==> src/rtl/div_ctrl_if.sv <==
`default_nettype none
// ============================================================================
//  Module      : div_ctrl_if
//  Description : Handshake bundle between the divide controller and the
//                iterative 32-bit divider (start/cancel/operands/result).
//  Revision    : 1.0  initial release
// ============================================================================
interface div_ctrl_if;
    logic        div_start;     // one-cycle start pulse
    logic        div_signed;    // 1 = signed divide
    logic [31:0] div_x;         // dividend
    logic [31:0] div_y;         // divisor
    logic        div_cancel;    // abort the running divide
    logic [31:0] div_s;         // quotient
    logic [31:0] div_r;         // remainder
    logic        div_complete;  // result valid for one cycle

    // Controller side
    modport master (
        output div_start,
        output div_signed,
        output div_x,
        output div_y,
        output div_cancel,
        input  div_s,
        input  div_r,
        input  div_complete
    );

    // Divider side
    modport slave (
        input  div_start,
        input  div_signed,
        input  div_x,
        input  div_y,
        input  div_cancel,
        output div_s,
        output div_r,
        output div_complete
    );
endinterface
`default_nettype wire

==> src/rtl/div_ctrl.sv <==
`default_nettype none
// ============================================================================
//  Module      : div_ctrl
//  Description : Sequences the iterative divider for DIV/DIVU, owns HI/LO,
//                services MTHI/MTLO/MFHI/MFLO, stalls the pipe while a divide
//                is outstanding, cancels on flush and flags a hung divider.
//  Revision    : 1.0  initial release
// ============================================================================
module div_ctrl #(
    parameter int TIMEOUT = 15          // BUSY cycles allowed before giving up
) (
    input  logic        div_clk,
    input  logic        resetn,
    // EX request
    input  logic        req_valid,
    input  logic        req_signed,
    input  logic [31:0] req_x,
    input  logic [31:0] req_y,
    output logic        req_ready,
    input  logic        flush,
    // HI/LO moves
    input  logic        mthi_we,
    input  logic        mtlo_we,
    input  logic [31:0] mt_data,
    input  logic        mf_req,
    output logic        mt_stall,
    output logic        mf_stall,
    output logic [31:0] hi,
    output logic [31:0] lo,
    // status
    output logic        busy,
    output logic        timeout_err,
    // divider
    div_ctrl_if.master  dv
);

    localparam int               CNT_W      = $clog2(TIMEOUT + 1);
    localparam logic [CNT_W-1:0] CNT_MAX    = '1;
    localparam logic [CNT_W-1:0] CNT_LAST   = CNT_W'(TIMEOUT - 1);

    localparam logic [0:0]       ST_IDLE    = 1'b0;
    localparam logic [0:0]       ST_BUSY    = 1'b1;

    logic [0:0]       state_q, state_d;
    logic [31:0]      hi_q, hi_d;
    logic [31:0]      lo_q, lo_d;
    logic [CNT_W-1:0] cnt_q, cnt_d;
    logic             err_q, err_d;

    // Event decode shared by the FSM and the datapath. Flush dominates
    // everything; a completion in the timeout cycle still counts as success.
    logic w_idle;
    logic w_accept;
    logic w_done;
    logic w_tmo;

    assign w_idle   = (state_q == ST_IDLE);
    assign w_accept = w_idle && req_valid && !flush;
    assign w_done   = !w_idle && !flush && dv.div_complete;
    assign w_tmo    = !w_idle && !flush && !dv.div_complete && (cnt_q >= CNT_LAST);

    // State register
    always_ff @(posedge div_clk or negedge resetn) begin
        if (!resetn) begin
            state_q <= ST_IDLE;
        end else begin
            state_q <= state_d;
        end
    end

    // Next-state logic
    always_comb begin
        state_d = state_q;
        case (state_q)
            ST_IDLE: begin
                if (w_accept) begin
                    state_d = ST_BUSY;
                end
            end
            ST_BUSY: begin
                if (flush || w_done || w_tmo) begin
                    state_d = ST_IDLE;
                end
            end
            default: state_d = ST_IDLE;
        endcase
    end

    // Output decode: request handshake, divider drive, pipeline stalls
    always_comb begin
        req_ready     = w_idle;
        busy          = !w_idle;
        dv.div_start  = w_accept;
        dv.div_signed = w_accept ? req_signed : 1'b0;
        dv.div_x      = w_accept ? req_x      : 32'd0;
        dv.div_y      = w_accept ? req_y      : 32'd0;
        dv.div_cancel = !w_idle && (flush || w_tmo);
        mt_stall      = !w_idle && (mthi_we || mtlo_we);
        mf_stall      = !w_idle && mf_req;
    end

    // HI/LO, busy-cycle counter and sticky timeout flag: next values
    always_comb begin
        hi_d  = hi_q;
        lo_d  = lo_q;
        cnt_d = cnt_q;
        err_d = err_q;

        if (w_idle) begin
            // MT writes land even when a divide is accepted in the same cycle;
            // the divide result overwrites them later.
            if (!flush && mthi_we) begin
                hi_d = mt_data;
            end
            if (!flush && mtlo_we) begin
                lo_d = mt_data;
            end
            if (w_accept) begin
                cnt_d = '0;
            end
        end else begin
            if (cnt_q != CNT_MAX) begin
                cnt_d = cnt_q + 1'b1;
            end
            if (w_done) begin
                lo_d = dv.div_s;
                hi_d = dv.div_r;
            end
            if (w_tmo) begin
                err_d = 1'b1;
            end
        end
    end

    // HI/LO, counter and error flag registers
    always_ff @(posedge div_clk or negedge resetn) begin
        if (!resetn) begin
            hi_q  <= 32'd0;
            lo_q  <= 32'd0;
            cnt_q <= '0;
            err_q <= 1'b0;
        end else begin
            hi_q  <= hi_d;
            lo_q  <= lo_d;
            cnt_q <= cnt_d;
            err_q <= err_d;
        end
    end

    assign hi          = hi_q;
    assign lo          = lo_q;
    assign timeout_err = err_q;

endmodule
`default_nettype wire
==> src/flat_wrapper.sv <==
// flat-port wrapper written by rule: the top's interface ports become plain ports
module div_ctrl_flat 
#(
    parameter int TIMEOUT = 15                                                 
)
  (div_clk, resetn, req_valid, req_signed, req_x, req_y, req_ready, flush, mthi_we, mtlo_we, mt_data, mf_req, mt_stall, mf_stall, hi, lo, busy, timeout_err, dv_div_start, dv_div_signed, dv_div_x, dv_div_y, dv_div_cancel, dv_div_s, dv_div_r, dv_div_complete);
  div_ctrl_if dv_i ();
  input  logic div_clk;
  input  logic resetn;
  input  logic req_valid;
  input  logic req_signed;
  input  logic [31:0] req_x;
  input  logic [31:0] req_y;
  output logic req_ready;
  input  logic flush;
  input  logic mthi_we;
  input  logic mtlo_we;
  input  logic [31:0] mt_data;
  input  logic mf_req;
  output logic mt_stall;
  output logic mf_stall;
  output logic [31:0] hi;
  output logic [31:0] lo;
  output logic busy;
  output logic timeout_err;
  output wire logic [$bits(dv_i.div_start)-1:0] dv_div_start;
  output wire logic [$bits(dv_i.div_signed)-1:0] dv_div_signed;
  output wire logic [$bits(dv_i.div_x)-1:0] dv_div_x;
  output wire logic [$bits(dv_i.div_y)-1:0] dv_div_y;
  output wire logic [$bits(dv_i.div_cancel)-1:0] dv_div_cancel;
  input wire logic [$bits(dv_i.div_s)-1:0] dv_div_s;
  input wire logic [$bits(dv_i.div_r)-1:0] dv_div_r;
  input wire logic [$bits(dv_i.div_complete)-1:0] dv_div_complete;
  assign dv_div_start = dv_i.div_start;
  assign dv_div_signed = dv_i.div_signed;
  assign dv_div_x = dv_i.div_x;
  assign dv_div_y = dv_i.div_y;
  assign dv_div_cancel = dv_i.div_cancel;
  assign dv_i.div_s = dv_div_s;
  assign dv_i.div_r = dv_div_r;
  assign dv_i.div_complete = dv_div_complete;
  div_ctrl #(.TIMEOUT(TIMEOUT)) u_core (.div_clk(div_clk), .resetn(resetn), .req_valid(req_valid), .req_signed(req_signed), .req_x(req_x), .req_y(req_y), .req_ready(req_ready), .flush(flush), .mthi_we(mthi_we), .mtlo_we(mtlo_we), .mt_data(mt_data), .mf_req(mf_req), .mt_stall(mt_stall), .mf_stall(mf_stall), .hi(hi), .lo(lo), .busy(busy), .timeout_err(timeout_err), .dv(dv_i));
endmodule
==> config.mk <==
export PLATFORM = sky130hd
export DESIGN_NAME = div_ctrl_flat
export DESIGN_NICKNAME = d
export VERILOG_FILES = /design/src/rtl/div_ctrl_if.sv /design/src/rtl/div_ctrl.sv /design/src/flat_wrapper.sv
export SDC_FILE = /design/constraint.sdc
export NUM_CORES = 1
export LEC_CHECK = 0
export ABC_AREA = 1
export ABC_CLOCK_PERIOD_IN_PS = 1450
export CORE_ASPECT_RATIO = 0.6
export CORE_MARGIN = 5
export CORE_UTILIZATION = 35
export DETAILED_ROUTE_END_ITERATION = 6
export HOLD_SLACK_MARGIN = 0.1
export PLACE_DENSITY = 0.8
export SYNTH_ARGS = -nofsm -noshare
export SYNTH_HDL_FRONTEND = slang
export SYNTH_SLANG_ARGS = --single-unit
==> constraint.sdc <==
create_clock -name div_clk -period 1.45 [get_ports div_clk]
set_input_delay 0.2175 -clock div_clk [delete_from_list [all_inputs] [get_ports div_clk]]
set_output_delay 0.2175 -clock div_clk [all_outputs]
set_load 0.005 [all_outputs]
---- Word-level counts from Yosys, hierarchy flattened ----
Cells that the tools add are included.
Widths: inputs -> output; s select.
word-level totals
  word-level logic and storage cells ...... 50
  bits in registers ....................... 70
operators by class
  bitwise gates (word level) .............. 1
  reduce and logical (&&, ||, !) cells .... 24
  order comparisons ....................... 1
  multiplexer cells ....................... 15
  equal/unequal tests ..................... 3
  add/sub/neg operators ................... 1
operator list
  operator             number
  $mux 32              8
  $mux 4               3
  $logic_and 1x1->1    11
  $reduce_and 2->1     4
  $reduce_bool 2->1    3
  $add 4x1->4 const B  1
  $ge 4x4->1 const B   1
  $logic_or 1x1->1     4
  $ne 2x2->1 const B   2
  $ne 4x4->1 const B   1
  $mux 1               3
  $logic_not 1->1      2
  $pmux 1 s2           1
  $not 1->1            1

---- Logic depth before layout (Yosys ltp) ----
Gate-level depths: netlist (run 1).
  depth after elaboration ................. 7
  mapped depth ............................ 7
  mapped depth without buffers ............ 6

---- Worst setup path before layout (run 1) ----
Ideal clock, no wire load.
  path type ............................... reg-to-output
  start ................................... register u_core.state_q, in the netlist u_core.busy
  end ..................................... output dv_div_signed
  path slack .............................. 0.152 ns
  cell stages (with the launch flop) ...... 6
  data arrival time ....................... 1.080 ns
  path through ............................ dfrtp_1 > buf_4 > nor2_4 > nand2_1 > buf_2 > nor2_1
between the ends
  word-level cells in the longest chain between the ends .. 4
ends and longest elaborated chain
  element                          line                source
  start, declared                  div_ctrl.sv:44      logic [0:0] state_q, state_d;
  start signal, assigned           div_ctrl.sv:67      state_q <= state_d;
  $not 1->1                        div_ctrl.sv:57      assign w_idle = (state_q == ST_IDLE);
  $logic_and 1x1->1 (2 in series)  div_ctrl.sv:58      assign w_accept = w_idle && req_valid && !flush;
  $mux 1                           div_ctrl.sv:94      dv.div_signed = w_accept ? req_signed : 1'b0;
  end, declared                    flat_wrapper.sv:27  output wire logic [$bits(dv_i.div_signed)-1:0] dv_div_signed;
Every way passes these cells.

---- Worst setup path after layout (run 1) ----
  start ................................... register u_core.state_q, in the netlist u_core.busy
  end ..................................... output dv_div_x[28]
between the ends
  word-level cells in the longest chain between the ends .. 4
ends and longest elaborated chain
  element                          line                source
  $not 1->1                        div_ctrl.sv:57
  $logic_and 1x1->1 (2 in series)  div_ctrl.sv:58
  $mux 32                          div_ctrl.sv:95      dv.div_x = w_accept ? req_x : 32'd0;
  end, declared                    flat_wrapper.sv:28  output wire logic [$bits(dv_i.div_x)-1:0] dv_div_x;
Every way passes these cells.

==> results of run 1 <==
## critical path: cells and delay by family (launching register included)
kind	cells	cell delay (ns)
flip-flops	1	0.43
buffers and inverters	3	0.42
AND/OR/NAND/NOR	3	0.33
## layout by cell type (no fill, tap or decap), drive strengths merged
master,Yosys,final
nand2,308,308
clkdlybuf4s50,0,177
buf,33,149
inv,73,72
nor2,72,72
dfrtp,70,70
nand3,69,69
dlymetal6s2s,0,46
clkbuf,4,24
dlygate4sd2,0,9
nand4,4,4
clkinv,0,4
o21ai,2,2
ha,2,2
a21oi,1,1
or2,1,1
clkinvlp,0,1
dlygate4sd3,0,1
## cell families (layout without fill, tap and decap cells)
group	Yosys count	count (layout)
simple gates	454	454
flops	70	70
compound gates	3	3
fa+ha+maj	2	2
buf+inv	110	483
## sequential cells by signal, indices dropped and copies added (netlist names)
name                count
u_core.timeout_err      1
u_core.lo              32
u_core.hi              32
u_core.cnt_q            4
u_core.busy             1
## layer usage
metal | vias up | global-route usage [%] | part of all wire (%)
li1 | 2647 | - | -
met1 | 2695 | 33.6 | 40
met2 | 237 | 41.7 | 50
met3 | 26 | 9.55 | 8.7
met4 | 0 | 3.20 | 1.2
met5 | - | 0 | 0
## metrics by stage
step / hold WS (ns) / std cells / power (mW)
CTS: 0.402 / 1140 / 7.65
global route: 0.418 / 1172 / 8.83
detailed placement: 0.175 / 1106 / 5.53
global placement: 0.170 / 1106 / 5.49
floorplan: -0.0781 / 639 / 3.56
finish: 0.402 / 1172 / 8.43
## how the worst min path moves through the flow
stage | endpoint | slack [ns] | from
final | u_core.timeout_err | 0.40 | resetn
after global routing | u_core.timeout_err | 0.42 | resetn
after CTS | u_core.timeout_err | 0.40 | resetn
after detailed placement | u_core.timeout_err | 0.18 | resetn
after global placement | u_core.timeout_err | 0.17 | resetn
after floorplan | u_core.busy | -0.08 | resetn
## timing repair
item,4_1_cts,5_1_grt
hold buffers,1,0
endpoints found under the hold margin,27,0
gates cloned,5,16
buffers inserted,12,17
setup endpoints to repair,79,182
gates resized for setup,365,304
pin swaps,9,52
## power by group
group	total [mW]	switching (mW)	internal, mW
clock network	2.04	0.848	1.20
registers	2.69	0.307	2.38
logic	3.70	1.67	2.03
total	8.43	2.83	5.60
## final cells by class
class / instances / area (um2)
clock buffers: 12 / 246
clock inverters: 4 / 22.5
fillers: 687 / 1890
inverters: 73 / 287
multi-input cells: 459 / 2900
flip-flops and latches: 70 / 1750
well taps: 160 / 200
repair buffers: 394 / 4080
==> results.toml, run 1 <==
[floorplan]
die-area_mm2 = 0.0140
die_h_um = 93.8
io_pins = 305
core_mm2 = 0.0114
die_w_um = 150
initial_utilization_pct = 36.0
row_count = 30

[setup_path]
worstPathMaxFanout = 8
cp_cell_sequence = "nor2_4, nand2_4, buf_6, buf_16, nor2_4, buf_2"
critPathSlowestCell = "dfrtp_2"
critPathArrivalTime_ns = 1.51
critPathLaunch = "u_core.busy"
rrSetupSlack_ns = -0.19
slowest_delay_ns = 0.43
worst_ep_required_time_ns = 1.23
worstSetupEndpoint = "dv_div_x[28]"
critPathKind = "reg -> out"
r2r_cells = 9
endpoint_kind = "output port"
timing.rr.end = "u_core.lo[13]"
cpMostUsedCell = "nor2_4"
r2r_start = "u_core.busy"
cp-start-kind = "register"

[timing]
rsz0062_at_grt = "true"
setup_viol = 136
max_slew_margin_pct = 72.4
skew_ns = 0.00421
finalHoldViolations = 0
tns_ns = -24.07
timing_max_transition_violations_final = 0
setup_ws_ns = -0.279
fin_crit_sh_pct = 119
worst_pin_slew_ns = 0.414
fmax_mhz = 578
min_period_ns = 1.73

[logic_synthesis]
synth_area_leaders = "dfrtp_1 (43%), nand2_1 (28%), nand3_1 (8.3%)"
synth_async_sr_flop_share_pct = 100
synthMuxAreaShare_pct = 0
synth-xor-area-share_pct = 0
ys_ff_latch = 70
synth_edf_count = 0
synth_compound_area_share_pct = 0.366
synth-simple-area-share_pct = 44.5
avgSynthCellArea_um2 = 6.41
yosys.area.top_type = "dfrtp_1"
synthAdderAreaFrac_pct = 0.611
synth_cell_type_count = 19
syn_area_mm2 = 0.00410
ys_top_cells_by_count = "nand2_1 (304), inv_1 (72), nor2_1 (71)"
synth_top_family_by_area = "simple AND/OR/NAND/NOR gates"
yosysTopAreaCellShare_pct = 42.7
syn-num-nets = 810
synthMostInstantiatedCell = "nand2_1"
syn_inst = 639
synth_ff_type = "dfrtp_1"
synth_seq_area_share_pct = 42.7
synth_warnings = 0

[finish]
fin_area_mm2 = 0.00948
diodes = 0
drive_gt1_share_pct = 38.8
post-route-util_pct = 83.4
syn2layout_area_growth_pct = 131
fin_nets = 1178

[clocking]
clockBufferDepth = 2
clockRootBuffer = "clkbuf_16"
htreeDepth = 3
cts_buffers = 9
clk_latency_ns = 0.33
cts_tree = "done"
cts_sinks = 70
cts.clk_slew.worst_paths_ns = 0.06

[global_route]
grt_pass1_vias = 5043
globalRouteOverflowTotal = 0
grt_pass1_wl_um = 28000
antenna_found_initial = 0
grt_use_total_pct = 25.6
grt_max_degree = 33

[placed_design]
dp_hpwl_um = 14100
globalplace.congestion = 0.905
portBuffers = 304
dp_slack_ns = -0.610
placed_area_mm2 = 0.00755

[power_and_ir_drop]
p_leak_nw = 5.51
ir_worst_vdd_uv = 684
power_density_mw_per_mm2 = 889

[routing]
totalWireLength_um = 22600
drc = 0
wl_per_cell_um = 19.3
ant_nets = 0
via_per_inst = 4.78
vias = 5605
drt_iter0_drc = 376
first_pass_iters = 5

[job]
cap_violations = 0

[hold_path]
hold_path_class = "in -> async"

[status]
violations = "negative setup slack"
status = "finished with violations"
Note: power is estimated with default switching activity, not from simulation.
==> run 2: changes to the inputs <==
CAP_MARGIN = 0   (was unset)
==> results of run 2 <==
Same layout as run 1: the final DEF is identical, and so are final timing and power.
